==> config.mk <==
export PLATFORM = sky130hd
export DESIGN_NAME = audio_adc_capture_flat
export DESIGN_NICKNAME = d
export VERILOG_FILES = /design/src/rtl/audio_pkg.sv /design/src/rtl/audio_adc_capture_if.sv /design/src/rtl/audio_sample_fifo.sv /design/src/rtl/audio_adc_capture.sv /design/src/flat_wrapper.sv
export SDC_FILE = /design/constraint.sdc
export NUM_CORES = 1
export LEC_CHECK = 0
export ABC_CLOCK_PERIOD_IN_PS = 5200
export BUFFER_PORTS_ARGS = -buffer_cell sky130_fd_sc_hd__buf_2
export CORE_UTILIZATION = 45
export CTS_BUF_LIST = sky130_fd_sc_hd__clkbuf_4
export DETAILED_ROUTE_END_ITERATION = 10
export SLEW_MARGIN = 20
export SYNTH_ARGS = -nofsm -noshare
export SYNTH_HDL_FRONTEND = slang
export SYNTH_SLANG_ARGS = --single-unit
==> constraint.sdc <==
create_clock -name i_clk -period 5.2 [get_ports i_clk]
set_input_delay 1.04 -clock i_clk [delete_from_list [all_inputs] [get_ports i_clk]]
set_output_delay 1.04 -clock i_clk [all_outputs]
set_load 0.05 [all_outputs]
==> src/rtl/audio_pkg.sv <==
// Shared defaults and types for the codec ADC capture path.
package audio_pkg;

  localparam int unsigned AUDIO_SAMPLE_W   = 16;
  localparam int unsigned AUDIO_FIFO_DEPTH = 4;

  typedef logic [2*AUDIO_SAMPLE_W-1:0] audio_frame_t;

  typedef enum logic [2:0] {
    StIdle,
    StDlyL,
    StShfL,
    StWaitR,
    StDlyR,
    StShfR,
    StWaitL
  } cap_state_e;

endpackage

==> src/rtl/audio_adc_capture_if.sv <==
// Ready/valid stereo frame port from the capture block to the record core.
interface audio_adc_capture_if
  import audio_pkg::*;
#(
  parameter int unsigned SAMPLE_W = AUDIO_SAMPLE_W
);
  logic [2*SAMPLE_W-1:0] data;
  logic                  valid;
  logic                  ready;

  modport master (output data, output valid, input ready);
  modport slave (input data, input valid, output ready);
endinterface

==> src/rtl/audio_sample_fifo.sv <==
// Synchronous frame FIFO with flush; head data reads as zero while empty.
module audio_sample_fifo #(
  parameter int unsigned WIDTH = 32,
  parameter int unsigned DEPTH = 4
) (
  input  logic             clk_i,
  input  logic             rst_ni,
  input  logic             flush_i,
  input  logic             push_i,
  input  logic [WIDTH-1:0] data_i,
  input  logic             pop_i,
  output logic [WIDTH-1:0] data_o,
  output logic             full_o,
  output logic             empty_o
);
  localparam int unsigned AW = $clog2(DEPTH);
  typedef logic [AW:0] ptr_t;

  ptr_t             wr_ptr_q, rd_ptr_q;
  logic [WIDTH-1:0] mem_q [DEPTH];
  logic             do_push, do_pop;

  assign empty_o = (wr_ptr_q == rd_ptr_q);
  assign full_o  = (wr_ptr_q[AW] != rd_ptr_q[AW]) && (wr_ptr_q[AW-1:0] == rd_ptr_q[AW-1:0]);
  assign do_pop  = pop_i & ~empty_o;
  // A pop frees the slot in the same cycle, so a push on full still lands.
  assign do_push = push_i & (~full_o | do_pop);

  always_ff @(posedge clk_i or negedge rst_ni) begin
    if (!rst_ni) begin
      wr_ptr_q <= '0;
      rd_ptr_q <= '0;
    end else if (flush_i) begin
      wr_ptr_q <= '0;
      rd_ptr_q <= '0;
    end else begin
      if (do_push) wr_ptr_q <= wr_ptr_q + ptr_t'(1);
      if (do_pop)  rd_ptr_q <= rd_ptr_q + ptr_t'(1);
    end
  end

  always_ff @(posedge clk_i) begin
    if (do_push && !flush_i) mem_q[wr_ptr_q[AW-1:0]] <= data_i;
  end

  assign data_o = empty_o ? '0 : mem_q[rd_ptr_q[AW-1:0]];

endmodule

==> src/rtl/audio_adc_capture.sv <==
// I2S codec ADC capture: pin synchronisers, deserialiser FSM and frame FIFO.
// Define AUDIO_DROP_CNT_EN to build the saturating dropped-frame counter.
module audio_adc_capture
  import audio_pkg::*;
#(
  parameter int unsigned SAMPLE_W   = AUDIO_SAMPLE_W,
  parameter int unsigned FIFO_DEPTH = AUDIO_FIFO_DEPTH
) (
  input  logic                i_clk,
  input  logic                i_rst_n,
  input  logic                i_enable,
  input  logic                i_aud_bclk,
  input  logic                i_aud_adclrck,
  input  logic                i_aud_adcdat,
  audio_adc_capture_if.master aud_out,
  output logic                o_overflow,
  output logic [15:0]         o_drop_cnt
);
  localparam int unsigned CntW   = $clog2(SAMPLE_W);
  localparam int unsigned FrameW = 2 * SAMPLE_W;

  // Bit order in the sync stages: {dat, lrck, bclk}.
  logic [2:0] sync1_q, sync2_q;
  logic       bclk_prev_q, lrck_prev_q, enable_q;
  logic       bclk_rise, lrck_rise, lrck_fall, enable_rise, dat;

  always_ff @(posedge i_clk or negedge i_rst_n) begin
    if (!i_rst_n) begin
      sync1_q     <= '0;
      sync2_q     <= '0;
      bclk_prev_q <= 1'b0;
      lrck_prev_q <= 1'b0;
      enable_q    <= 1'b0;
    end else begin
      sync1_q     <= {i_aud_adcdat, i_aud_adclrck, i_aud_bclk};
      sync2_q     <= sync1_q;
      bclk_prev_q <= sync2_q[0];
      lrck_prev_q <= sync2_q[1];
      enable_q    <= i_enable;
    end
  end

  assign bclk_rise   = sync2_q[0] & ~bclk_prev_q;
  assign lrck_fall   = lrck_prev_q & ~sync2_q[1];
  assign lrck_rise   = ~lrck_prev_q & sync2_q[1];
  assign enable_rise = i_enable & ~enable_q;
  assign dat         = sync2_q[2];

  cap_state_e          state_q, state_d;
  logic [CntW-1:0]     bit_cnt_q, bit_cnt_d;
  logic [SAMPLE_W-1:0] sr_l_q, sr_l_d, sr_r_next;
  logic [SAMPLE_W-2:0] sr_r_q, sr_r_d;
  logic [FrameW-1:0]   frame_q, frame_d;
  logic                push_q, push_d, last_bit;

  // LRCK edges act on the cycle they are seen so the delay bit is the next BCLK rise.
  always_comb begin
    state_d   = state_q;
    bit_cnt_d = bit_cnt_q;
    sr_l_d    = sr_l_q;
    sr_r_d    = sr_r_q;
    frame_d   = frame_q;
    push_d    = 1'b0;
    sr_r_next = {sr_r_q, dat};
    last_bit  = (bit_cnt_q == CntW'(SAMPLE_W - 1));
    if (!i_enable) begin
      state_d = StIdle;
    end else if (lrck_fall) begin
      state_d = StDlyL;
    end else if (state_q == StIdle) begin
      state_d = StIdle;
    end else if (lrck_rise) begin
      state_d = (state_q == StWaitR) ? StDlyR : StWaitL;
    end else if (bclk_rise) begin
      unique case (state_q)
        StDlyL: begin
          state_d   = StShfL;
          bit_cnt_d = '0;
        end
        StShfL: begin
          sr_l_d    = {sr_l_q[SAMPLE_W-2:0], dat};
          bit_cnt_d = bit_cnt_q + CntW'(1);
          if (last_bit) state_d = StWaitR;
        end
        StDlyR: begin
          state_d   = StShfR;
          bit_cnt_d = '0;
        end
        StShfR: begin
          sr_r_d    = sr_r_next[SAMPLE_W-2:0];
          bit_cnt_d = bit_cnt_q + CntW'(1);
          if (last_bit) begin
            push_d  = 1'b1;
            frame_d = {sr_l_q, sr_r_next};
            state_d = StWaitL;
          end
        end
        default: ;
      endcase
    end
  end

  always_ff @(posedge i_clk or negedge i_rst_n) begin
    if (!i_rst_n) begin
      state_q   <= StIdle;
      bit_cnt_q <= '0;
      sr_l_q    <= '0;
      sr_r_q    <= '0;
      frame_q   <= '0;
      push_q    <= 1'b0;
    end else begin
      state_q   <= state_d;
      bit_cnt_q <= bit_cnt_d;
      sr_l_q    <= sr_l_d;
      sr_r_q    <= sr_r_d;
      frame_q   <= frame_d;
      push_q    <= push_d;
    end
  end

  logic              fifo_full, fifo_empty, pop, drop, overflow_q, overflow_d;
  logic [FrameW-1:0] fifo_data;

  audio_sample_fifo #(
    .WIDTH (FrameW),
    .DEPTH (FIFO_DEPTH)
  ) u_fifo (
    .clk_i   (i_clk),
    .rst_ni  (i_rst_n),
    .flush_i (~i_enable),
    .push_i  (push_q),
    .data_i  (frame_q),
    .pop_i   (pop),
    .data_o  (fifo_data),
    .full_o  (fifo_full),
    .empty_o (fifo_empty)
  );

  assign pop           = ~fifo_empty & aud_out.ready;
  assign drop          = i_enable & push_q & fifo_full & ~pop;
  assign aud_out.valid = ~fifo_empty;
  assign aud_out.data  = fifo_data;
  assign overflow_d    = enable_rise ? 1'b0 : (overflow_q | drop);
  assign o_overflow    = overflow_q;

  always_ff @(posedge i_clk or negedge i_rst_n) begin
    if (!i_rst_n) overflow_q <= 1'b0;
    else          overflow_q <= overflow_d;
  end

`ifdef AUDIO_DROP_CNT_EN
  logic [15:0] drop_cnt_q, drop_cnt_d;

  always_comb begin
    drop_cnt_d = drop_cnt_q;
    if (enable_rise)                       drop_cnt_d = '0;
    else if (drop && drop_cnt_q != 16'hFFFF) drop_cnt_d = drop_cnt_q + 16'd1;
  end

  always_ff @(posedge i_clk or negedge i_rst_n) begin
    if (!i_rst_n) drop_cnt_q <= '0;
    else          drop_cnt_q <= drop_cnt_d;
  end

  assign o_drop_cnt = drop_cnt_q;
`else
  assign o_drop_cnt = 16'h0000;
`endif

endmodule

==> src/flat_wrapper.sv <==
// flat-port wrapper written by rule: the top's interface ports become plain ports
module audio_adc_capture_flat import audio_pkg::*;
#(
  parameter int unsigned SAMPLE_W   = AUDIO_SAMPLE_W,
  parameter int unsigned FIFO_DEPTH = AUDIO_FIFO_DEPTH
)
  (i_clk, i_rst_n, i_enable, i_aud_bclk, i_aud_adclrck, i_aud_adcdat, o_overflow, o_drop_cnt, aud_out_data, aud_out_valid, aud_out_ready);
  audio_adc_capture_if #(.SAMPLE_W(SAMPLE_W)) aud_out_i ();
  input  logic i_clk;
  input  logic i_rst_n;
  input  logic i_enable;
  input  logic i_aud_bclk;
  input  logic i_aud_adclrck;
  input  logic i_aud_adcdat;
  output logic o_overflow;
  output logic [15:0] o_drop_cnt;
  output wire logic [$bits(aud_out_i.data)-1:0] aud_out_data;
  output wire logic [$bits(aud_out_i.valid)-1:0] aud_out_valid;
  input wire logic [$bits(aud_out_i.ready)-1:0] aud_out_ready;
  assign aud_out_data = aud_out_i.data;
  assign aud_out_valid = aud_out_i.valid;
  assign aud_out_i.ready = aud_out_ready;
  audio_adc_capture #(.SAMPLE_W(SAMPLE_W), .FIFO_DEPTH(FIFO_DEPTH)) u_core (.i_clk(i_clk), .i_rst_n(i_rst_n), .i_enable(i_enable), .i_aud_bclk(i_aud_bclk), .i_aud_adclrck(i_aud_adclrck), .i_aud_adcdat(i_aud_adcdat), .aud_out(aud_out_i), .o_overflow(o_overflow), .o_drop_cnt(o_drop_cnt));
endmodule
==> flow_summary.ini <==
[outcome]
outcome = completed

[clocking]
cts.reportedPaths.clkPinSlew_ns = 0.06
clockBufferDepth = 3
postCtsSetupRepairBufs = 0
cts_max_level = 2
root_buffer = clkbuf_4
clock-sinks = 215
cts_buffers = 54
cts_resized = 0
cts_tree = built
insertion_delay_ns = 0.64
cts_hold_buf = 0

[worst_hold_path]
worstHoldPathType = input port to async pin

[cells_and_area]
final_util_pct = 51.8
final_cells = 837
fill_cells = 1583
areaGrowthSynthToFinish_pct = 12.9
nets = 574
drive_gt1_share_pct = 40.7

[floorplanning]
num_io_pins = 57
dieHeight_um = 140
coreArea_mm2 = 0.0186
die_x_um = 140
rows = 50
start_util_pct = 45.9
die_area_mm2 = 0.0196

[logic_synthesis]
synth_seq_area_share_pct = 70.4
synthCells = 473
ys_warn_count = 0
ys_seq_elements = 215
mappedNetlistArea_mm2 = 0.00856
synth_edf_count = 128
synth.distinct_cells = 46
async_flop_share_pct = 40.5
avgSynthCellArea_um2 = 18.1
synth_flop_cell = edfxtp_1

[setup_path]
crit_path_start_kind = flop
worstSetupEndpointType = primary output
r2r_slack_ns = 2.39
setup.worst_path.class = flop to primary output
critPathArrivalTime_ns = 2.87
reg2reg_to = u_core.u_fifo.mem_q[1][6]
timing.rr.start = u_core.u_fifo.rd_ptr_q[0]
worstPathRequired_ns = 4.16
crit_path_max_fanout = 26
ff2ff_path_depth = 5

[placed_design]
hpwl_um = 7790
dp_cells = 737
port_buffers = 40
place.gp.congestion = 0.762
dp_slack_ns = 1.86

[global_routing]
overflow = 0
grt_first_pass_wirelength_um = 23300
grt_max_degree = 56
grt_pass1_vias = 4626
grt_util_all_layers_pct = 15.4
antenna_found_initial = 1

[sta]
post-route-period-util_pct = 75.2
finalSetupTns_ns = 0
rsz0062_at_grt = false
max-slew-margin-rel_pct = 33.8
finalCriticalPeriod_ns = 3.91
fin_ws_ns = 1.29
drv_slew = 0
hold_viol = 0
tightest_slew_ns = 0.991
skew_ns = 0.0363
setup_viol = 0
fmax_mhz = 256

[detailed_routing]
ant_nets = 0
vias = 4206
wl_um = 13900
drcViolationCount = 0
dr.first_iter.drc_count = 177
drt-vias-per-instance = 5.03
firstDrtPassIters = 4
avgRoutedWirePerCell_um = 16.6

[flow_run]
maxCapViolCount = 0

[pwr]
power_density_mw_per_mm2 = 336
p_leak_uw = 0.00424
finalPower_uw = 3250
ir_drop_mv = 0.128
synthesized netlist by cell type, types with 2 or more instances:
master / instances / share of area (%)
inv_1: 9 / 0.39
ha_1: 8 / 1.2
o21ai_0: 8 / 0.47
edfxtp_1: 128 / 45
buf_2: 4 / 0.23
nand2b_1: 4 / 0.29
mux4_2: 32 / 8.4
nand3_1: 3 / 0.18
nor2_1: 3 / 0.13
mux2i_1: 3 / 0.35
mux2_2: 64 / 8.4
a21oi_1: 5 / 0.29
o31ai_1: 2 / 0.18
xor2_1: 3 / 0.31
and2_1: 6 / 0.44
xnor2_1: 5 / 0.51
clkbuf_1: 8 / 0.35
buf_6: 4 / 0.53
buf_4: 17 / 1.5
a21boi_0: 2 / 0.18
dfrtp_1: 87 / 25
nand2_1: 7 / 0.31
nor3_1: 4 / 0.23
nor2b_1: 35 / 2.6
sequential cells by signal (all words and copies together), names as in the netlist:
| signal | count |
|---|---|
| u_core.sync2_q | 3 |
| u_core.bclk_prev_q | 1 |
| u_core.o_overflow | 1 |
| u_core.frame_q | 32 |
| u_core.sr_r_q | 15 |
| u_core.lrck_prev_q | 1 |
| u_core.u_fifo.rd_ptr_q | 3 |
| u_core.sr_l_q | 16 |
| u_core.enable_q | 1 |
| u_core.sync1_q | 3 |
| u_core.bit_cnt_q | 4 |
| u_core.u_fifo.wr_ptr_q | 3 |
| u_core.push_q | 1 |
| u_core.u_fifo.mem_q | 128 |
| u_core.state_q | 3 |
final cells by class:
type / instances / area [um2] / area share [%]
Sequential cell: 215 / 6020 / 62.3
Multi-Input combinational cell: 229 / 2330 / 24.1
Clock buffer: 89 / 668 / 6.91
Tap cell: 234 / 293 / 3.03
Timing Repair Buffer: 50 / 278 / 2.87
Clock inverter: 10 / 37.5 / 0.388
Inverter: 9 / 33.8 / 0.350
Antenna cell: 1 / 2.50 / 0.0259
how the worst max path moves through the flow:
stage,startpoint,endpoint,cells after the start
2_1_floorplan,i_enable,u_core.u_fifo.mem_q[3][0],3
3_3_place_gp,u_core.u_fifo.rd_ptr_q[0],aud_out_data[9],4
3_5_place_dp,u_core.u_fifo.rd_ptr_q[0],aud_out_data[8],4
4_1_cts,u_core.u_fifo.rd_ptr_q[0],aud_out_data[9],4
5_1_grt,u_core.u_fifo.rd_ptr_q[0],aud_out_data[9],4
6_report,u_core.u_fifo.rd_ptr_q[0],aud_out_data[9],4
metal layers:
layer / global-route usage, % / vias to the layer above / share of wire (%)
li1: - / 1961 / -
met1: 19.2 / 2142 / 44
met2: 25.7 / 74 / 51
met3: 3.83 / 29 / 3.5
met4: 6.77 / 0 / 2.1
met5: 0 / - / 0
power by group:
part           switching, uW  internal [uW]  total (uW)
logic                   48.1           9.29        57.3
clock network            623            768        1390
registers               4.57           1800        1800
total                    675           2580        3250
through the flow:
stage                     hold slack, ns  instance area [um2]
after detailed placement           0.343                 8950
after global placement             0.335                 8950
after floorplan                    0.331                 8610
after CTS                          0.310                 9660
after global routing               0.348                 9660
final                              0.344                 9660
cells in the final DEF (no fill, tap or decap), drive strengths merged, types with 5 or more instances in the layout:
master,netlist,routed
edfxtp,128,128
clkbuf,8,89
dfrtp,87,87
mux2,65,65
buf,27,50
nor2b,35,35
mux4,32,32
conb,1,16
inv,9,10
clkinv,0,9
o21ai,8,8
ha,8,8
nand2,7,7
and2,6,6
xnor2,5,5
a21oi,5,5
critical path, cell delays in order, from the launching register on:
cell	delay [ns]
dfrtp_2	0.95
buf_4	0.38
mux4_2	0.53
nor2b_1	0.14
buf_2	0.21
kinds of logic (layout without fill, tap and decap cells):
logic type               Yosys count  count (layout)  share of synthesized area [%]
flip-flops                       215             215                           70.4
multiplexers                     100             100                           17.3
AND/OR/NAND/NOR                   76              76                           5.60
buffers and inverters             44             158                           3.22
AO/OA/AOI/OAI                     21              21                           1.48
adder cells (fa/ha/maj)            8               8                           1.17
XOR/XNOR                           8               8                          0.819
other                              1              17                         0.0438
Note: power is estimated with default switching activity, not from simulation.
